$ cat src/rtl/pipeline_stall_scheduler_if.sv
// pipeline_stall_scheduler_if: bundles the ID, WB, MEM and EXE hazard inputs
// and the freeze/flush controls exchanged with the stall scheduler.
//   master : pipeline side (drives hazard inputs, receives controls)
//   slave  : scheduler side (receives hazard inputs, drives controls)
// CNT_W sets the width of stall_cnt.
interface pipeline_stall_scheduler_if #(
  parameter int unsigned CNT_W = 16
) ();
  logic             id_valid;
  logic [3:0]       id_src1;
  logic [3:0]       id_src2;
  logic             id_two_src;
  logic             id_wb_en;
  logic [3:0]       id_dest;
  logic             id_mem_r_en;
  logic             fwd_en;
  logic             wb_valid;
  logic [3:0]       wb_dest;
  logic             mem_req;
  logic             mem_ready;
  logic             branch_taken;

  logic             freeze_if;
  logic             freeze_id;
  logic             bubble_exe;
  logic             freeze_pipe;
  logic             flush;
  logic             issue;
  logic             mem_err;
  logic [15:0]      pending_mask;
  logic [CNT_W-1:0] stall_cnt;

  modport master (
    output id_valid, id_src1, id_src2, id_two_src, id_wb_en, id_dest,
           id_mem_r_en, fwd_en, wb_valid, wb_dest, mem_req, mem_ready,
           branch_taken,
    input  freeze_if, freeze_id, bubble_exe, freeze_pipe, flush, issue,
           mem_err, pending_mask, stall_cnt
  );

  modport slave (
    input  id_valid, id_src1, id_src2, id_two_src, id_wb_en, id_dest,
           id_mem_r_en, fwd_en, wb_valid, wb_dest, mem_req, mem_ready,
           branch_taken,
    output freeze_if, freeze_id, bubble_exe, freeze_pipe, flush, issue,
           mem_err, pending_mask, stall_cnt
  );
endinterface

$ cat src/rtl/pipeline_stall_scheduler.sv
// pipeline_stall_scheduler: central stall/flush scheduler for the 5-stage
// pipeline. A 16-entry scoreboard (pending + load bits) detects RAW hazards
// at ID, a two-state wait FSM with timeout freezes the whole pipe while the
// data SRAM is busy, and taken branches seen during a freeze are deferred
// until the pipe unfreezes.
// Ports:
//   clk  - system clock, rising edge
//   rst  - asynchronous reset, active-low
//   bus  - pipeline_stall_scheduler_if.slave (hazard inputs, controls out)
// Parameters:
//   MEM_TIMEOUT - frozen cycles in M_WAIT before aborting (2..65535)
//   CNT_W       - width of stall_cnt
// Optional feature macro: STALL_PERF_CNT_EN (saturating stall-cycle counter;
// when undefined stall_cnt is tied to 0).
module pipeline_stall_scheduler #(
  parameter int unsigned MEM_TIMEOUT = 64,
  parameter int unsigned CNT_W       = 16
) (
  input logic                      clk,
  input logic                      rst,
  pipeline_stall_scheduler_if.slave bus
);

  localparam int unsigned NREG   = 16;
  localparam int unsigned TCNT_W = 16;

  typedef enum logic {
    M_IDLE = 1'b0,
    M_WAIT = 1'b1
  } mem_state_e;

  mem_state_e        state_q, state_d;
  logic [TCNT_W-1:0] tcnt_q, tcnt_d;
  logic              mem_err_q, mem_err_d;
  logic              defer_q, defer_d;
  logic [NREG-1:0]   pend_q, pend_d;
  logic [NREG-1:0]   ld_q, ld_d;

  logic freeze_pipe_w;
  logic haz_src1, haz_src2, hazard;
  logic flush_raw, issue_raw, stall_raw;

  // Hazard decode uses registered scoreboard state only (no WB bypass).
  always_comb begin
    haz_src1 = pend_q[bus.id_src1] & (~bus.fwd_en | ld_q[bus.id_src1]);
    haz_src2 = bus.id_two_src & pend_q[bus.id_src2] &
               (~bus.fwd_en | ld_q[bus.id_src2]);
    hazard   = bus.id_valid & (haz_src1 | haz_src2);
  end

  // Internal (ungated) control terms; flush overrides hazard.
  assign freeze_pipe_w = (state_q == M_WAIT);
  assign flush_raw     = (bus.branch_taken | defer_q) & ~freeze_pipe_w;
  assign stall_raw     = hazard & ~freeze_pipe_w & ~flush_raw;
  assign issue_raw     = bus.id_valid & ~hazard & ~freeze_pipe_w & ~flush_raw;

  // Outputs forced low while reset is held.
  assign bus.freeze_if    = rst & stall_raw;
  assign bus.freeze_id    = rst & stall_raw;
  assign bus.bubble_exe   = rst & stall_raw;
  assign bus.flush        = rst & flush_raw;
  assign bus.issue        = rst & issue_raw;
  assign bus.freeze_pipe  = freeze_pipe_w;
  assign bus.mem_err      = mem_err_q;
  assign bus.pending_mask = pend_q;

  // Scoreboard next state: clear first so a same-cycle set wins.
  always_comb begin
    pend_d = pend_q;
    ld_d   = ld_q;
    if (bus.wb_valid & ~freeze_pipe_w) begin
      pend_d[bus.wb_dest] = 1'b0;
      ld_d[bus.wb_dest]   = 1'b0;
    end
    if (issue_raw & bus.id_wb_en) begin
      pend_d[bus.id_dest] = 1'b1;
      ld_d[bus.id_dest]   = bus.id_mem_r_en;
    end
  end

  // Memory wait FSM and deferred-flush next state.
  always_comb begin
    state_d   = state_q;
    tcnt_d    = tcnt_q;
    mem_err_d = 1'b0;
    defer_d   = defer_q;

    case (state_q)
      M_IDLE: begin
        if (bus.mem_req & ~bus.mem_ready) begin
          state_d = M_WAIT;
          tcnt_d  = TCNT_W'(1);
        end
      end
      M_WAIT: begin
        if (bus.mem_ready) begin
          state_d = M_IDLE;
        end else if (tcnt_q == TCNT_W'(MEM_TIMEOUT)) begin
          state_d   = M_IDLE;
          mem_err_d = 1'b1;
        end else begin
          tcnt_d = tcnt_q + TCNT_W'(1);
        end
      end
      default: state_d = M_IDLE;
    endcase

    if (flush_raw) begin
      defer_d = 1'b0;
    end else if (bus.branch_taken & freeze_pipe_w) begin
      defer_d = 1'b1;
    end
  end

  // State registers.
  always_ff @(posedge clk or negedge rst) begin
    if (!rst) begin
      state_q   <= M_IDLE;
      tcnt_q    <= '0;
      mem_err_q <= 1'b0;
      defer_q   <= 1'b0;
      pend_q    <= '0;
      ld_q      <= '0;
    end else begin
      state_q   <= state_d;
      tcnt_q    <= tcnt_d;
      mem_err_q <= mem_err_d;
      defer_q   <= defer_d;
      pend_q    <= pend_d;
      ld_q      <= ld_d;
    end
  end

`ifdef STALL_PERF_CNT_EN
  logic [CNT_W-1:0] scnt_q;

  // Saturating count of cycles with an ID stall or an SRAM freeze.
  always_ff @(posedge clk or negedge rst) begin
    if (!rst) begin
      scnt_q <= '0;
    end else if ((stall_raw | freeze_pipe_w) && (scnt_q != '1)) begin
      scnt_q <= scnt_q + CNT_W'(1);
    end
  end

  assign bus.stall_cnt = scnt_q;
`else
  assign bus.stall_cnt = CNT_W'(0);
`endif

endmodule

$ cat src/flat_wrapper.sv
// flat-port wrapper written by rule: the top's interface ports become plain ports
module pipeline_stall_scheduler_flat 
#(
  parameter int unsigned MEM_TIMEOUT = 64,
  parameter int unsigned CNT_W       = 16
)
  (clk, rst, bus_id_valid, bus_id_src1, bus_id_src2, bus_id_two_src, bus_id_wb_en, bus_id_dest, bus_id_mem_r_en, bus_fwd_en, bus_wb_valid, bus_wb_dest, bus_mem_req, bus_mem_ready, bus_branch_taken, bus_freeze_if, bus_freeze_id, bus_bubble_exe, bus_freeze_pipe, bus_flush, bus_issue, bus_mem_err, bus_pending_mask, bus_stall_cnt);
  pipeline_stall_scheduler_if #(.CNT_W(CNT_W)) bus_i ();
  input logic clk;
  input logic rst;
  input wire logic [$bits(bus_i.id_valid)-1:0] bus_id_valid;
  input wire logic [$bits(bus_i.id_src1)-1:0] bus_id_src1;
  input wire logic [$bits(bus_i.id_src2)-1:0] bus_id_src2;
  input wire logic [$bits(bus_i.id_two_src)-1:0] bus_id_two_src;
  input wire logic [$bits(bus_i.id_wb_en)-1:0] bus_id_wb_en;
  input wire logic [$bits(bus_i.id_dest)-1:0] bus_id_dest;
  input wire logic [$bits(bus_i.id_mem_r_en)-1:0] bus_id_mem_r_en;
  input wire logic [$bits(bus_i.fwd_en)-1:0] bus_fwd_en;
  input wire logic [$bits(bus_i.wb_valid)-1:0] bus_wb_valid;
  input wire logic [$bits(bus_i.wb_dest)-1:0] bus_wb_dest;
  input wire logic [$bits(bus_i.mem_req)-1:0] bus_mem_req;
  input wire logic [$bits(bus_i.mem_ready)-1:0] bus_mem_ready;
  input wire logic [$bits(bus_i.branch_taken)-1:0] bus_branch_taken;
  output wire logic [$bits(bus_i.freeze_if)-1:0] bus_freeze_if;
  output wire logic [$bits(bus_i.freeze_id)-1:0] bus_freeze_id;
  output wire logic [$bits(bus_i.bubble_exe)-1:0] bus_bubble_exe;
  output wire logic [$bits(bus_i.freeze_pipe)-1:0] bus_freeze_pipe;
  output wire logic [$bits(bus_i.flush)-1:0] bus_flush;
  output wire logic [$bits(bus_i.issue)-1:0] bus_issue;
  output wire logic [$bits(bus_i.mem_err)-1:0] bus_mem_err;
  output wire logic [$bits(bus_i.pending_mask)-1:0] bus_pending_mask;
  output wire logic [$bits(bus_i.stall_cnt)-1:0] bus_stall_cnt;
  assign bus_i.id_valid = bus_id_valid;
  assign bus_i.id_src1 = bus_id_src1;
  assign bus_i.id_src2 = bus_id_src2;
  assign bus_i.id_two_src = bus_id_two_src;
  assign bus_i.id_wb_en = bus_id_wb_en;
  assign bus_i.id_dest = bus_id_dest;
  assign bus_i.id_mem_r_en = bus_id_mem_r_en;
  assign bus_i.fwd_en = bus_fwd_en;
  assign bus_i.wb_valid = bus_wb_valid;
  assign bus_i.wb_dest = bus_wb_dest;
  assign bus_i.mem_req = bus_mem_req;
  assign bus_i.mem_ready = bus_mem_ready;
  assign bus_i.branch_taken = bus_branch_taken;
  assign bus_freeze_if = bus_i.freeze_if;
  assign bus_freeze_id = bus_i.freeze_id;
  assign bus_bubble_exe = bus_i.bubble_exe;
  assign bus_freeze_pipe = bus_i.freeze_pipe;
  assign bus_flush = bus_i.flush;
  assign bus_issue = bus_i.issue;
  assign bus_mem_err = bus_i.mem_err;
  assign bus_pending_mask = bus_i.pending_mask;
  assign bus_stall_cnt = bus_i.stall_cnt;
  pipeline_stall_scheduler #(.MEM_TIMEOUT(MEM_TIMEOUT), .CNT_W(CNT_W)) u_core (.clk(clk), .rst(rst), .bus(bus_i));
endmodule
$ cat config.mk
export PLATFORM = sky130hd
export DESIGN_NAME = pipeline_stall_scheduler_flat
export DESIGN_NICKNAME = d
export VERILOG_FILES = /design/src/rtl/pipeline_stall_scheduler_if.sv /design/src/rtl/pipeline_stall_scheduler.sv /design/src/flat_wrapper.sv
export SDC_FILE = /design/constraint.sdc
export NUM_CORES = 1
export LEC_CHECK = 0
export ABC_CLOCK_PERIOD_IN_PS = 11200
export BUFFER_PORTS_ARGS = -buffer_cell sky130_fd_sc_hd__clkbuf_2
export CAP_MARGIN = 20
export CELL_PAD_IN_SITES_DETAIL_PLACEMENT = 0
export CELL_PAD_IN_SITES_GLOBAL_PLACEMENT = 1
export CORE_UTILIZATION = 37
export CTS_CLUSTER_DIAMETER = 150
export DETAILED_ROUTE_END_ITERATION = 7
export PLACE_DENSITY = 0.75
export SLEW_MARGIN = 10
export SYNTH_ARGS = -nofsm -noshare
export SYNTH_HDL_FRONTEND = slang
export SYNTH_SLANG_ARGS = --single-unit
$ cat constraint.sdc
create_clock -name clk -period 11.2 [get_ports clk]
set_clock_uncertainty 0.1 [all_clocks]
set_input_delay 3.36 -clock clk [delete_from_list [all_inputs] [get_ports clk]]
set_output_delay 3.36 -clock clk [all_outputs]
set_load 0.005 [all_outputs]
==> impl_metrics.env, run 1 <==
export IMPL_status="complete, no violations"
export IMPL_hold_end="u_core.bus.pending_mask[2]"
export IMPL_areaGrowthSynthToFinish_pct=10.4
export IMPL_combinationalPowerShare_pct=17.8
export IMPL_critPathLaunchType="input pin"
export IMPL_cts_htree_levels=2
export IMPL_ys_seq_area_share_pct=38.1
export IMPL_finalCritPeriodShare_pct=80.6
export IMPL_grt_ovfl_total=0
export IMPL_max_vdd_ir_drop_uv=77.8
export IMPL_core_um2=8720
export IMPL_synthFlopType="dfrtp_1"
export IMPL_clock_path_buffers=2
export IMPL_setup_slack_ns=2.18
export IMPL_setup_violations=0
export IMPL_die_x_um=97.1
export IMPL_finalNonFillerCells=497
export IMPL_cts_tree="yes"
export IMPL_num_vias=2645
export IMPL_yosys_warnings=0
export IMPL_gp_congestion=0.798
export IMPL_ys_ff_latch=51
export IMPL_final_nets=417
export IMPL_drive_above_1_share_pct=22.6
export IMPL_dp_cells=489
export IMPL_grt_start_max_net_pins=31
export IMPL_crit_start="bus_id_src1[0]"
export IMPL_drt_wl_total_mm=8.07
export IMPL_min_path_cells=2
export IMPL_die_area_um2=9430
export IMPL_period_needed_ns=9.02
export IMPL_start_util_pct=38.4
export IMPL_rows=34
export IMPL_synth_edf_count=0
export IMPL_worstPathArrival_ns=5.56
export IMPL_nFillCells=880
export IMPL_slew_headroom_pct=35.0
export IMPL_reg2reg_slack_ns=8.59
export IMPL_slew_viol_final=0
export IMPL_clkTransAtPathRegs_ns=0.10
export IMPL_ios=66
export IMPL_hold_viol=0
export IMPL_p_per_area_nw_per_um2=115
export IMPL_rr_endpoint="u_core.ld_q[0]"
export IMPL_worstSetupPathType="in2out"
export IMPL_clk_latency_ns=0.31
export IMPL_vias_per_cell=5.32
export IMPL_r2r_start="u_core.bus.pending_mask[4]"
export IMPL_switchingPower_w=0.000125
export IMPL_dp_hpwl_mm=6.20
export IMPL_drtPass1Iterations=4
export IMPL_worst_slew_pin_slew_ns=0.961
export IMPL_place_ws_ns=2.16
export IMPL_synth_top_area_cell="dfrtp_1"
export IMPL_post_cts_buffers=0
export IMPL_switching_share_pct=29.4
export IMPL_rsz0062_at_grt="false"
export IMPL_setup_tns_ns=0
export IMPL_ant_nets=0
export IMPL_cp_required_ns=7.74
export IMPL_hold_path_class="reg2reg"
export IMPL_synthTopCellsByArea="dfrtp_1 38%, nand2_1 8.4%, mux4_2 8.1%"
export IMPL_async_reset_ff_share_pct=100
export IMPL_drtIter0Drc=137
export IMPL_grt_antenna_before_repair=0
export IMPL_cts_hold_buf=0
export IMPL_p_clk_share_pct=31.0
export IMPL_drc_errors=0
export IMPL_syn_area_um2=3350
export IMPL_cp_max_fo=18
export IMPL_synth_top_area_share_pct=38.1
export IMPL_worstRegToRegCells=6
export IMPL_postCtsResizedCells=0
export IMPL_cts_buffers=5
export IMPL_wl_per_cell_um=16.2
export IMPL_fmax_mhz=111
export IMPL_clkSinkCount=51
export IMPL_crit_path_end_kind="primary output"
export IMPL_drv_cap=0
export IMPL_avgSynthCellArea_um2=9.62
export IMPL_p_leak_nw=1.89
export IMPL_final_util_pct=42.4
export IMPL_io_buffers=49
export IMPL_grt_pass1_vias=2576
export IMPL_grt_pass1_wl_mm=13.7
export IMPL_seq_power_share_pct=51.3
export IMPL_cts_root_buf="clkbuf_8"
export IMPL_diodes=0
export IMPL_synth_cells=348
export IMPL_die_y_um=97.1
export IMPL_worstHoldStart="u_core.bus.pending_mask[2]"
export IMPL_grt_total_usage_pct=17.9
export IMPL_whs_ns=0.431
export IMPL_internal_power_w=0.000300
export IMPL_yosysUniqueCellTypes=44
==> per-layer routing <==
layer  global-route usage (%)  wire, µm  vias to the layer above  share of wire (%)
met1                     27.8      3910                     1263                 48
li1                         -         -                     1293                  -
met2                     26.5      3590                       83                 45
met5                        0         0                        -                  0
met3                     2.23       491                        6                6.1
met4                     3.79        74                        0               0.92
==> power by group through the flow <==
stage                     registers [W]   logic, W  clock network [W]
final                          0.000218  0.0000754           0.000132
after global routing           0.000221  0.0000860           0.000143
after CTS                      0.000218  0.0000767           0.000134
after detailed placement       0.000221  0.0000764                  0
after global placement         0.000221  0.0000748                  0
after floorplan                0.000215  0.0000544                  0
==> cells in the final DEF, fill, tap and decap left out, types with 4 or more instances in the layout <==
master,n
a21oi_1,4
nand4_1,19
clkbuf_2,49
clkbuf_8,5
and4_1,13
xor2_1,10
nand4_2,9
inv_1,11
nor2_1,20
mux4_2,12
nor2b_1,9
conb_1,16
o21ai_0,6
nand2_1,75
mux2i_1,21
nand3_1,11
dfrtp_1,51
==> critical path, cell delays in order <==
cell      delay (ns)
clkbuf_2        0.23
mux4_1          0.40
nor2_1          0.04
or4_4           0.51
o22a_1          0.48
a31oi_1         0.36
clkbuf_2        0.16
==> state kept, by name, indices dropped and copies added, names as in the netlist <==
| signal | flops |
|---|---|
| u_core.bus.pending_mask | 16 |
| u_core.tcnt_q | 16 |
| u_core.ld_q | 16 |
| u_core.bus.mem_err | 1 |
| u_core.bus.freeze_pipe | 1 |
| u_core.defer_q | 1 |
==> synth_stat cells (2+ instances only) <==
cell,number
a211oi_1,2
a21oi_1,4
and2_1,2
and3_1,2
and4_1,13
buf_2,2
buf_4,20
buf_6,4
clkbuf_1,8
dfrtp_1,51
ha_1,2
inv_1,11
mux2_2,2
mux2i_1,21
mux4_2,12
nand2_1,75
nand2b_1,3
nand3_1,11
nand4_1,19
nand4_2,9
nor2_1,20
nor2b_1,9
nor3b_1,3
nor4_1,2
nor4b_1,3
nor4bb_1,2
o21ai_0,6
o21bai_1,2
o221ai_1,2
or3_1,3
xor2_1,10
==> worst max path at each step <==
stage | to | slack [ns] | depth (start not counted)
after floorplan | bus_freeze_id | 2.59 | 9
after detailed placement | bus_bubble_exe | 2.16 | 7
after global routing | bus_bubble_exe | 2.00 | 7
after CTS | bus_bubble_exe | 2.16 | 7
after global placement | bus_freeze_if | 2.23 | 7
final | bus_bubble_exe | 2.18 | 7
==> logic make-up after synthesis <==
| kind of cell | share of synthesized area (%) |
|---|---|
| AOI/OAI and AO/OA | 4.63 |
| muxes | 15.8 |
| DFF | 38.1 |
| other | 0.112 |
| and+or+nand+nor | 29.4 |
| buffers and inverters | 8.26 |
| xor gates and xnor gates | 2.88 |
| adders and majority gates | 0.747 |
==> per-stage QoR <==
| step | instance area (µm²) | power (W) |
|---|---|---|
| after floorplan | 3400 | 0.000269 |
| after global placement | 3580 | 0.000296 |
| after detailed placement | 3580 | 0.000298 |
| after CTS | 3700 | 0.000429 |
| after global routing | 3700 | 0.000449 |
| final | 3700 | 0.000425 |
==> cell type report <==
| class | count | area [µm²] | area share [%] |
|---|---|---|---|
| flip-flops and latches | 51 | 1280 | 34.5 |
| inverters | 11 | 41.3 | 1.12 |
| repair buffers | 52 | 268 | 7.24 |
| multi-input cells | 267 | 1860 | 50.4 |
| clock inverters | 3 | 43.8 | 1.18 |
| clock buffers | 5 | 68.8 | 1.86 |
| well taps | 108 | 135 | 3.66 |
No activity file was read; power rests on OpenSTA's default activity.
==> run 2: changes to the inputs <==
--- a/config.mk
+++ b/config.mk
@@ -5,15 +5,16 @@
 export SDC_FILE = /design/constraint.sdc
 export NUM_CORES = 1
 export LEC_CHECK = 0
-export ABC_CLOCK_PERIOD_IN_PS = 11200
+export ABC_AREA = 1
+export ABC_CLOCK_PERIOD_IN_PS = 8250
 export BUFFER_PORTS_ARGS = -buffer_cell sky130_fd_sc_hd__clkbuf_2
 export CAP_MARGIN = 20
 export CELL_PAD_IN_SITES_DETAIL_PLACEMENT = 0
 export CELL_PAD_IN_SITES_GLOBAL_PLACEMENT = 1
-export CORE_UTILIZATION = 37
+export CORE_UTILIZATION = 36
 export CTS_CLUSTER_DIAMETER = 150
 export DETAILED_ROUTE_END_ITERATION = 7
-export PLACE_DENSITY = 0.75
+export PLACE_DENSITY = 0.8
 export SLEW_MARGIN = 10
 export SYNTH_ARGS = -nofsm -noshare
 export SYNTH_HDL_FRONTEND = slang
==> constraint.sdc (replaced) <==
create_clock -name clk -period 8.25 [get_ports clk]
set_clock_uncertainty 0.1 [all_clocks]
set_input_delay 2.475 -clock clk [delete_from_list [all_inputs] [get_ports clk]]
set_output_delay 2.475 -clock clk [all_outputs]
set_load 0.005 [all_outputs]
==> run 2 against run 1 <==
  * Clock power increased by 18%
  * Sequential cell count unchanged
  * Global-route usage increased by 2.2 points
  * Non-clock buffer count decreased by 1
  * Synthesized area increased by 17%
  * Combinational power increased by 80%
  * Die area increased by 19%
  * Setup slack got worse by 0.78 ns
  * Total power increased by 37%
  * First-iteration DRC count increased by 95%
  * Worst hold slack about the same
  * Largest power group unchanged
==> impl_metrics.env, run 2 <==
export IMPL_cts_hold_buf=0
export IMPL_synthTopCellsByCount="209 x nand2_1, 93 x inv_1, 53 x nand3_1, 51 x dfrtp_1, 49 x nand4_1"
export IMPL_synth_edf_count=0
export IMPL_drtIter0Drc=267
export IMPL_max_vdd_ir_drop_uv=83.2
export IMPL_hold_viol=0
export IMPL_cpPeakStageDelay_ns=0.35
export IMPL_final_common_cell="nand2_1"
export IMPL_slew_headroom_pct=51.7
export IMPL_grt_start_max_net_pins=36
export IMPL_wl_per_cell_um=13.9
export IMPL_slew_viol_final=0
export IMPL_rsz0062_at_grt="false"
export IMPL_worstPathArrival_ns=4.28
export IMPL_setup_tns_ns=0
export IMPL_synth_top_area_cell="dfrtp_1"
export IMPL_yosysMostFrequentCell="nand2_1"
export IMPL_synth_top_area_share_pct=32.7
export IMPL_syn_area_um2=3900
export IMPL_ant_nets=0
export IMPL_setup_violations=0
export IMPL_grt_ovfl_total=0
export IMPL_gp_congestion=0.909
export IMPL_yosysUniqueCellTypes=30
export IMPL_switching_share_pct=35.6
export IMPL_crit_path_end_kind="primary output"
export IMPL_grt_pass1_wl_mm=18.0
export IMPL_finalPower_w=0.000580
export IMPL_die_y_um=106
export IMPL_switchingPower_w=0.000207
export IMPL_synthTopCellsByArea="dfrtp_1 33%, nand2_1 20%, inv_1 8.9%"
export IMPL_clk_latency_ns=0.32
export IMPL_cts_buffers=5
export IMPL_die_x_um=106
export IMPL_drc_errors=0
export IMPL_status="complete, no violations"
export IMPL_p_clk_share_pct=26.8
export IMPL_synthFlopType="dfrtp_1"
export IMPL_postCtsResizedCells=0
export IMPL_io_buffers=49
export IMPL_clock_path_buffers=2
export IMPL_avgSynthCellArea_um2=6.38
export IMPL_grt_antenna_before_repair=0
export IMPL_yosys_warnings=0
export IMPL_fmax_mhz=146
export IMPL_drt_wl_total_mm=10.9
export IMPL_rows=37
export IMPL_vias_per_cell=5.00
export IMPL_core_um2=10400
export IMPL_grt_pass1_vias=3571
export IMPL_ys_seq_area_share_pct=32.7
export IMPL_seq_power_share_pct=49.7
export IMPL_num_vias=3902
export IMPL_worst_slew_pin_slew_ns=0.725
export IMPL_final_cell_area_um2=4200
export IMPL_critPathLaunchType="input pin"
export IMPL_critical_path_most_common_cell="nand2_1"
export IMPL_final_cell_mix="209 x nand2_1, 93 x inv_1, 53 x nand3_1"
export IMPL_combinationalPowerShare_pct=23.5
export IMPL_period_needed_ns=6.86
export IMPL_synth_cells=612
export IMPL_p_per_area_nw_per_um2=138
export IMPL_cp_required_ns=5.68
export IMPL_internal_power_w=0.000374
export IMPL_clkSinkCount=51
export IMPL_cts_htree_levels=2
export IMPL_diodes=0
export IMPL_cp_cell_sequence="clkbuf_2 > inv_2 > nand2_1 > nand3_1 > nand3_1 > nand2_1 > nand2_1 > nand2_1 > nor2_2 > nand2_4 > a21oi_1 > clkbuf_2"
export IMPL_areaGrowthSynthToFinish_pct=7.66
export IMPL_cp_max_fo=35
export IMPL_hold_path_class="reg2reg"
export IMPL_ios=66
export IMPL_drv_cap=0
export IMPL_die_area_um2=11300
export IMPL_drive_above_1_share_pct=11.0
export IMPL_final_nets=673
export IMPL_finalCritPeriodShare_pct=83.1
export IMPL_ys_ff_latch=51
export IMPL_async_reset_ff_share_pct=100
export IMPL_placed_area_um2=4110
export IMPL_clkTransAtPathRegs_ns=0.11
export IMPL_slowest_stage="clkbuf_2"
export IMPL_nFillCells=1145
export IMPL_start_util_pct=37.5
export IMPL_drtPass1Iterations=5
export IMPL_post_cts_buffers=0
export IMPL_cts_root_buf="clkbuf_8"
export IMPL_p_leak_nw=2.38
export IMPL_dp_hpwl_mm=8.33
export IMPL_worstSetupPathType="in2out"
export IMPL_cts_tree="yes"
export IMPL_grt_total_usage_pct=20.1
-- run 2: changes by cell type in the layout (fill, tap and decap cells not counted), sizes merged, moves of 9 or more --
cell,previous run,this run
inv,11,97
and4,13,0
mux2i,21,0
nor2,20,33
o21ai,6,36
nand3,11,54
mux4,13,0
nor2b,9,0
nor3,0,9
o211ai,0,9
nand2,75,211
nand4,28,49
-- run 2: power groups by stage --
stage / combinational (W) / sequential, W / clock [W]
6_report: 0.000136 / 0.000289 / 0.000156
5_1_grt: 0.000157 / 0.000291 / 0.000168
4_1_cts: 0.000136 / 0.000288 / 0.000159
3_5_place_dp: 0.000136 / 0.000293 / 0
3_3_place_gp: 0.000135 / 0.000292 / 0
2_1_floorplan: 0.000101 / 0.000286 / 0
-- run 2: area by class of cell --
type	instances	area [µm²]	area share, %
clock inverters	3	23.8	0.565
clock buffers	5	68.8	1.64
inverters	96	360	8.57
flip-flops and latches	51	1280	30.4
repair buffers	51	260	6.19
multi-input cells	439	2040	48.6
well taps	136	170	4.05
-- run 2: cells by family after synthesis --
family | after synthesis | share of synthesized area (%)
fa+ha+maj | 2 | 0.641
compound gates | 56 | 8.23
simple gates | 361 | 41.0
buf+inv | 137 | 16.5
flops | 51 | 32.7
xor+xnor | 4 | 0.897
other cells | 1 | 0.0960
-- run 2: critical path, delay by kind of cell --
kind	cells	cell delay, ns
simple gates	8	0.80
buf+inv	3	0.68
compound gates	1	0.30
-- run 2: final timing paths --
kind	start	endpoint	slack (ns)	cells after the start
worst max-delay path	bus_id_src2[0]	bus_bubble_exe	1.39	12
worst min-delay path	u_core.defer_q	u_core.defer_q	0.43	2
worst max register to register	u_core.bus.freeze_pipe	u_core.tcnt_q[0]	5.65	7
worst min register to register	u_core.defer_q	u_core.defer_q	0.43	2
max in group asynchronous	rst	u_core.bus.pending_mask[1]	5.09	2
min in group asynchronous	rst	u_core.bus.mem_err	2.10	1
-- run 2: metal layers --
| layer | vias up | wire (µm) | GRT usage [%] |
|---|---|---|---|
| met5 | - | 0 | 0 |
| met4 | 0 | 250 | 7.64 |
| met3 | 16 | 726 | 3.37 |
| met2 | 127 | 4900 | 31.8 |
| met1 | 1764 | 4990 | 27.4 |
| li1 | 1995 | - | - |
-- run 2: per-stage QoR --
stage                     std cells  hold WS (ns)  util [%]  setup slack [ns]
after floorplan                 627         0.372         -              1.86
after global placement          773         0.397      39.5              1.47
after detailed placement        773         0.407      39.5              1.41
after CTS                       781         0.434      40.4              1.40
after global routing            781         0.479      40.4              1.13
final                           781         0.430      40.4              1.39
